==> src/rtl/seg_hex_collector_if.sv <==
// Segment-digit in / 32-bit word out bundle for seg_hex_collector.
// master = digit producer and word consumer, slave = the collector.
interface seg_hex_collector_if;
  logic [6:0]  seg_in;
  logic        seg_valid;
  logic        word_ready;
  logic [31:0] word_out;
  logic        word_valid;
  logic        bad_digit;
  logic        overrun;
  logic [2:0]  digit_count;

  modport master (
    output seg_in, seg_valid, word_ready,
    input  word_out, word_valid, bad_digit, overrun, digit_count
  );

  modport slave (
    input  seg_in, seg_valid, word_ready,
    output word_out, word_valid, bad_digit, overrun, digit_count
  );
endinterface

==> src/rtl/seg_hex_collector.sv <==
// Collects eight active-low 7-segment digits into a 32-bit hex word and holds it
// until consumed. Optional macro SEG_BLANK_EN: decode 7F (blank) as 0 without bad_digit.
module seg_hex_collector (
  input  logic                       clk,
  input  logic                       rst,
  seg_hex_collector_if.slave         bus
);

  localparam logic [1:0] ST_IDLE = 2'd0;
  localparam logic [1:0] ST_FILL = 2'd1;
  localparam logic [1:0] ST_HOLD = 2'd2;

  logic [1:0]  state_q, state_d;
  logic [31:0] word_q,  word_d;
  logic        bad_q,   bad_d;
  logic        ovr_q,   ovr_d;
  logic [2:0]  cnt_q,   cnt_d;

  logic [3:0]  dec_nib;
  logic        dec_bad;
  logic        take;

  always_comb begin
    dec_nib = '0;
    dec_bad = 1'b0;
    case (bus.seg_in)
      7'h40: dec_nib = 4'h0;
      7'h79: dec_nib = 4'h1;
      7'h24: dec_nib = 4'h2;
      7'h30: dec_nib = 4'h3;
      7'h19: dec_nib = 4'h4;
      7'h12: dec_nib = 4'h5;
      7'h02: dec_nib = 4'h6;
      7'h78: dec_nib = 4'h7;
      7'h00: dec_nib = 4'h8;
      7'h18: dec_nib = 4'h9;
      7'h08: dec_nib = 4'hA;
      7'h03: dec_nib = 4'hB;
      7'h46: dec_nib = 4'hC;
      7'h21: dec_nib = 4'hD;
      7'h06: dec_nib = 4'hE;
      7'h0E: dec_nib = 4'hF;
`ifdef SEG_BLANK_EN
      7'h7F: dec_nib = 4'h0;
`endif
      default: begin
        dec_nib = 4'h0;
        dec_bad = 1'b1;
      end
    endcase
  end

  always_comb begin
    state_d = state_q;
    word_d  = word_q;
    bad_d   = bad_q;
    cnt_d   = cnt_q;
    ovr_d   = 1'b0;
    take    = 1'b0;

    case (state_q)
      ST_IDLE, ST_FILL: take = bus.seg_valid;
      ST_HOLD: begin
        if (bus.word_ready) begin
          state_d = ST_IDLE;
          cnt_d   = '0;
          bad_d   = 1'b0;
          take    = bus.seg_valid;
        end else begin
          ovr_d = bus.seg_valid;
        end
      end
      default: begin
        state_d = ST_IDLE;
        cnt_d   = '0;
        bad_d   = 1'b0;
      end
    endcase

    // cnt_q is already 0 in HOLD, so a same-cycle handshake digit lands as digit 1
    if (take) begin
      word_d = {word_q[27:0], dec_nib};
      bad_d  = bad_d | dec_bad;
      if (cnt_q == 3'd7) begin
        state_d = ST_HOLD;
        cnt_d   = '0;
      end else begin
        state_d = ST_FILL;
        cnt_d   = cnt_q + 3'd1;
      end
    end
  end

  always_ff @(posedge clk or posedge rst) begin
    if (rst) begin
      state_q <= ST_IDLE;
      word_q  <= '0;
      bad_q   <= 1'b0;
      ovr_q   <= 1'b0;
      cnt_q   <= '0;
    end else begin
      state_q <= state_d;
      word_q  <= word_d;
      bad_q   <= bad_d;
      ovr_q   <= ovr_d;
      cnt_q   <= cnt_d;
    end
  end

  assign bus.word_out    = word_q;
  assign bus.word_valid  = (state_q == ST_HOLD);
  assign bus.bad_digit   = bad_q;
  assign bus.overrun     = ovr_q;
  assign bus.digit_count = cnt_q;

endmodule

==> src/flat_wrapper.sv <==
// flat-port wrapper written by rule: the top's interface ports become plain ports
module seg_hex_collector_flat 
  (clk, rst, bus_seg_in, bus_seg_valid, bus_word_ready, bus_word_out, bus_word_valid, bus_bad_digit, bus_overrun, bus_digit_count);
  seg_hex_collector_if bus_i ();
  input  logic clk;
  input  logic rst;
  input wire logic [$bits(bus_i.seg_in)-1:0] bus_seg_in;
  input wire logic [$bits(bus_i.seg_valid)-1:0] bus_seg_valid;
  input wire logic [$bits(bus_i.word_ready)-1:0] bus_word_ready;
  output wire logic [$bits(bus_i.word_out)-1:0] bus_word_out;
  output wire logic [$bits(bus_i.word_valid)-1:0] bus_word_valid;
  output wire logic [$bits(bus_i.bad_digit)-1:0] bus_bad_digit;
  output wire logic [$bits(bus_i.overrun)-1:0] bus_overrun;
  output wire logic [$bits(bus_i.digit_count)-1:0] bus_digit_count;
  assign bus_i.seg_in = bus_seg_in;
  assign bus_i.seg_valid = bus_seg_valid;
  assign bus_i.word_ready = bus_word_ready;
  assign bus_word_out = bus_i.word_out;
  assign bus_word_valid = bus_i.word_valid;
  assign bus_bad_digit = bus_i.bad_digit;
  assign bus_overrun = bus_i.overrun;
  assign bus_digit_count = bus_i.digit_count;
  seg_hex_collector u_core (.clk(clk), .rst(rst), .bus(bus_i));
endmodule
==> config.mk <==
export PLATFORM = sky130hd
export DESIGN_NAME = seg_hex_collector_flat
export DESIGN_NICKNAME = d
export VERILOG_FILES = /design/src/rtl/seg_hex_collector_if.sv /design/src/rtl/seg_hex_collector.sv /design/src/flat_wrapper.sv
export SDC_FILE = /design/constraint.sdc
export NUM_CORES = 1
export LEC_CHECK = 0
export CAP_MARGIN = 20
export CORE_MARGIN = 3
export CORE_UTILIZATION = 40
export DETAILED_ROUTE_END_ITERATION = 16
export GPL_ROUTABILITY_DRIVEN = 0
export PLACE_DENSITY = 0.77
export SLEW_MARGIN = 20
export SYNTH_ARGS = -nofsm -noshare
export SYNTH_HDL_FRONTEND = slang
export SYNTH_SLANG_ARGS = --single-unit
==> constraint.sdc <==
create_clock -name clk -period 1.8 [get_ports clk]
set_input_delay 0.36 -clock clk [delete_from_list [all_inputs] [get_ports clk]]
set_output_delay 0.36 -clock clk [all_outputs]
set_load 0.005 [all_outputs]
==> results.ini <==
[die]
floorplan.die_area_sq_mm = 0.00565
floorplan.die.height_microns = 75.2
initial_utilization_pct = 42.8
design.core.area_sq_mm = 0.00447
top_level_ports = 49
floorplan_die_width_microns = 75.2
num_rows = 24

[clock_tree]
clock_tree.root_cell = clkbuf_8
cts.htree.levels = 2
cts_tree = yes
clock_insertion_delay_worst_skew_ns = 0.29
cts.clk_slew.worst_paths_ns = 0.07
clk_path_buf_depth = 2
hold_buffers = 0
clock_sinks = 39
cts_buffers = 5

[yosys]
post_synth_num_cell_types = 46
synth_top_area_cell = dfrtp_1
postSynthCellCount = 221
synth.top_cell.area_share_pct = 51.0
yosysMostFrequentCell = nand2_1
syn-cell-area_sq_mm = 0.00191
number_of_synthesized_register_bits = 39
ys_async_sr_fraction_pct = 100
synth_nets = 234
top_area_cells_in_the_synthesized_netlist = dfrtp_1, nand2_1, buf_2
count_of_warnings_emitted_by_yosys = 0
syn_avg_cell_area_sq_um = 8.66
synth_enable_flop_cells = 0
leading_cell_types_by_count_after_synthesis = nand2_1, dfrtp_1, nor2_1
synth_sequential_area_ratio_pct = 51.0
dominantRegCellSynth = dfrtp_1

[finish]
layout.cell_area.non_filler_sq_mm = 0.00264
area_growth_pct = 38.0
final_nets = 295
post_route_cells_drive_above_1_share_pct = 12.0
fill_cells = 406
antennaDiodeCount = 0
layout.core_utilization_pct = 59.0

[sta]
max_slew_margin_pct = 75.9
final.min_clock_period_ns = 1.62
final.setup.worst_slack_ns = 0.182
final_hold_viol_count = 0
final_number_of_setup_violating_endpoints = 0
layout_worst_path_cycle_share_pct = 89.9
fmaxAchievable_ghz = 0.618
slew_at_the_pin_with_the_worst_max_slew_slack_ns = 0.357
grt_setup_unrepaired = no
drv_slew = 0
timing.clock.skew_ns = 0.00349
setup_tns_ns = 0

[pwr]
p_per_area_mw_per_mm2 = 962
post-layout-total-power_w = 0.00254
leakage_nw = 1.25
peakVddDrop_mv = 0.302

[placement]
io_buffer_count = 48
detailedPlacementHpwl_mm = 3.09
dpl-instance-area_sq_mm = 0.00255
dp_slack_ns = -0.134

[routing]
route.detailed.drc = 0
drt_first_iter_violations = 135
routed_wire_length_per_instance_microns = 12.6
drt_wl_total_mm = 4.22
avgViaCountPerCell = 5.14
postRouteAntennaNets = 0
via_count = 1723
drt_pass1_iterations = 4

[worst_hold_path]
hold_class = in2async

[global_route]
grt_first_pass_wirelength_mm = 7.27
globalRouteOverflowTotal = 0
grt_pass1_vias = 1641
grt_use_total_pct = 16.8
grt_max_degree = 40
grt_antenna_before_repair = 0

[outcome]
status = completed

[critical_path]
worst-endpoint-required_ns = 1.98
critPathLaunch = bus_seg_in[5]
crit_path_max_fanout = 6
criticalPathCategory = in2reg
critPathCaptureType = flop
cp-start-kind = input port
r2r_end = u_core.bus.word_out[1]
launching_point_of_the_worst_reg2reg_path = u_core.state_q[0]
r2r.worst_path.cells = 5
arrival_ns = 1.80
setup.reg_to_reg.worst_slack_ns = 0.42

[job]
max_cap_viol_count = 0

area by class of cell:
cell class	count	area, sq um	share of cell area [%]
clock inverter	3	15.0	0.568
clock buffer	5	68.8	2.61
timing repair buffer	68	658	24.9
inverter	6	22.5	0.853
tap	52	65.1	2.46
multi-input combinational	162	836	31.6
sequential	39	976	36.9
worst max-delay path: stages:
cell and delay, ns:
clkdlybuf4s50_1 0.54, or3b_4 0.42, o21ai_2 0.16, a311oi_1 0.12
a41o_1 0.19
where the power goes:
| group | internal [W] | switching [W] |
|---|---|---|
| logic | 0.000472 | 0.000304 |
| registers | 0.00106 | 0.000149 |
| clock network | 0.000265 | 0.000292 |
| total | 0.00180 | 0.000745 |
layout by cell type (no fill, tap or decap), types with 2 or more instances in the layout:
cell	n
nor2b_1	2
a31oi_1	2
clkdlybuf4s50_1	47
nand3b_1	2
nor4_1	3
nand2_1	87
nor4b_1	2
a21oi_1	4
or3b_1	2
o31a_1	2
dfrtp_1	39
nor2_1	13
nand4b_1	2
buf_12	2
o21ai_0	7
o21ai_2	2
nand2b_1	3
o21ai_1	3
inv_1	6
ha_1	2
buf_4	18
clkinv_2	3
clkbuf_8	5
kinds of logic (layout without fill, tap and decap cells):
kind of cell	Yosys count	in the layout	share of synthesized area [%]
AOI/OAI and AO/OA	31	31	11.1
xor gates and xnor gates	1	1	0.458
and+or+nand+nor	128	128	30.6
buffers and inverters	20	82	5.56
adders and majority gates	2	2	1.31
DFF	39	39	51.0
per-stage QoR:
stage          instances  hold WS (ns)
4_1_cts              335         0.426
2_1_floorplan        221         0.446
3_3_place_gp         327         0.459
3_5_place_dp         327         0.468
6_report             335         0.421
5_1_grt              335         0.449
worst max path at each step:
| stage | to |
|---|---|
| 6_report | u_core.bus.bad_digit |
| 5_1_grt | u_core.bus.bad_digit |
| 4_1_cts | bus_word_valid |
| 3_5_place_dp | u_core.bus.bad_digit |
| 3_3_place_gp | u_core.bus.bad_digit |
| 2_1_floorplan | u_core.bus.bad_digit |
layer usage:
metal  part of all wire [%]  up-vias  GRT usage (%)
met4                    1.9        0           6.99
met1                     43      807           20.6
met2                     50       50           28.8
li1                       -      857              -
met5                      0        -              0
met3                    5.2        9           3.20
flip-flops by register name (all words and copies together) (netlist names):
| name | flops |
|---|---|
| u_core.bus.bad_digit | 1 |
| u_core.bus.digit_count | 3 |
| u_core.bus.overrun | 1 |
| u_core.bus.word_out | 32 |
| u_core.state_q | 2 |
what timing repair did:
item,4_1_cts,5_1_grt
endpoints found under the setup margin,0,1
setup buffers,0,0
hold endpoints to repair,0,0
gates resized for setup,0,1
Note: power is estimated with default switching activity, not from simulation.
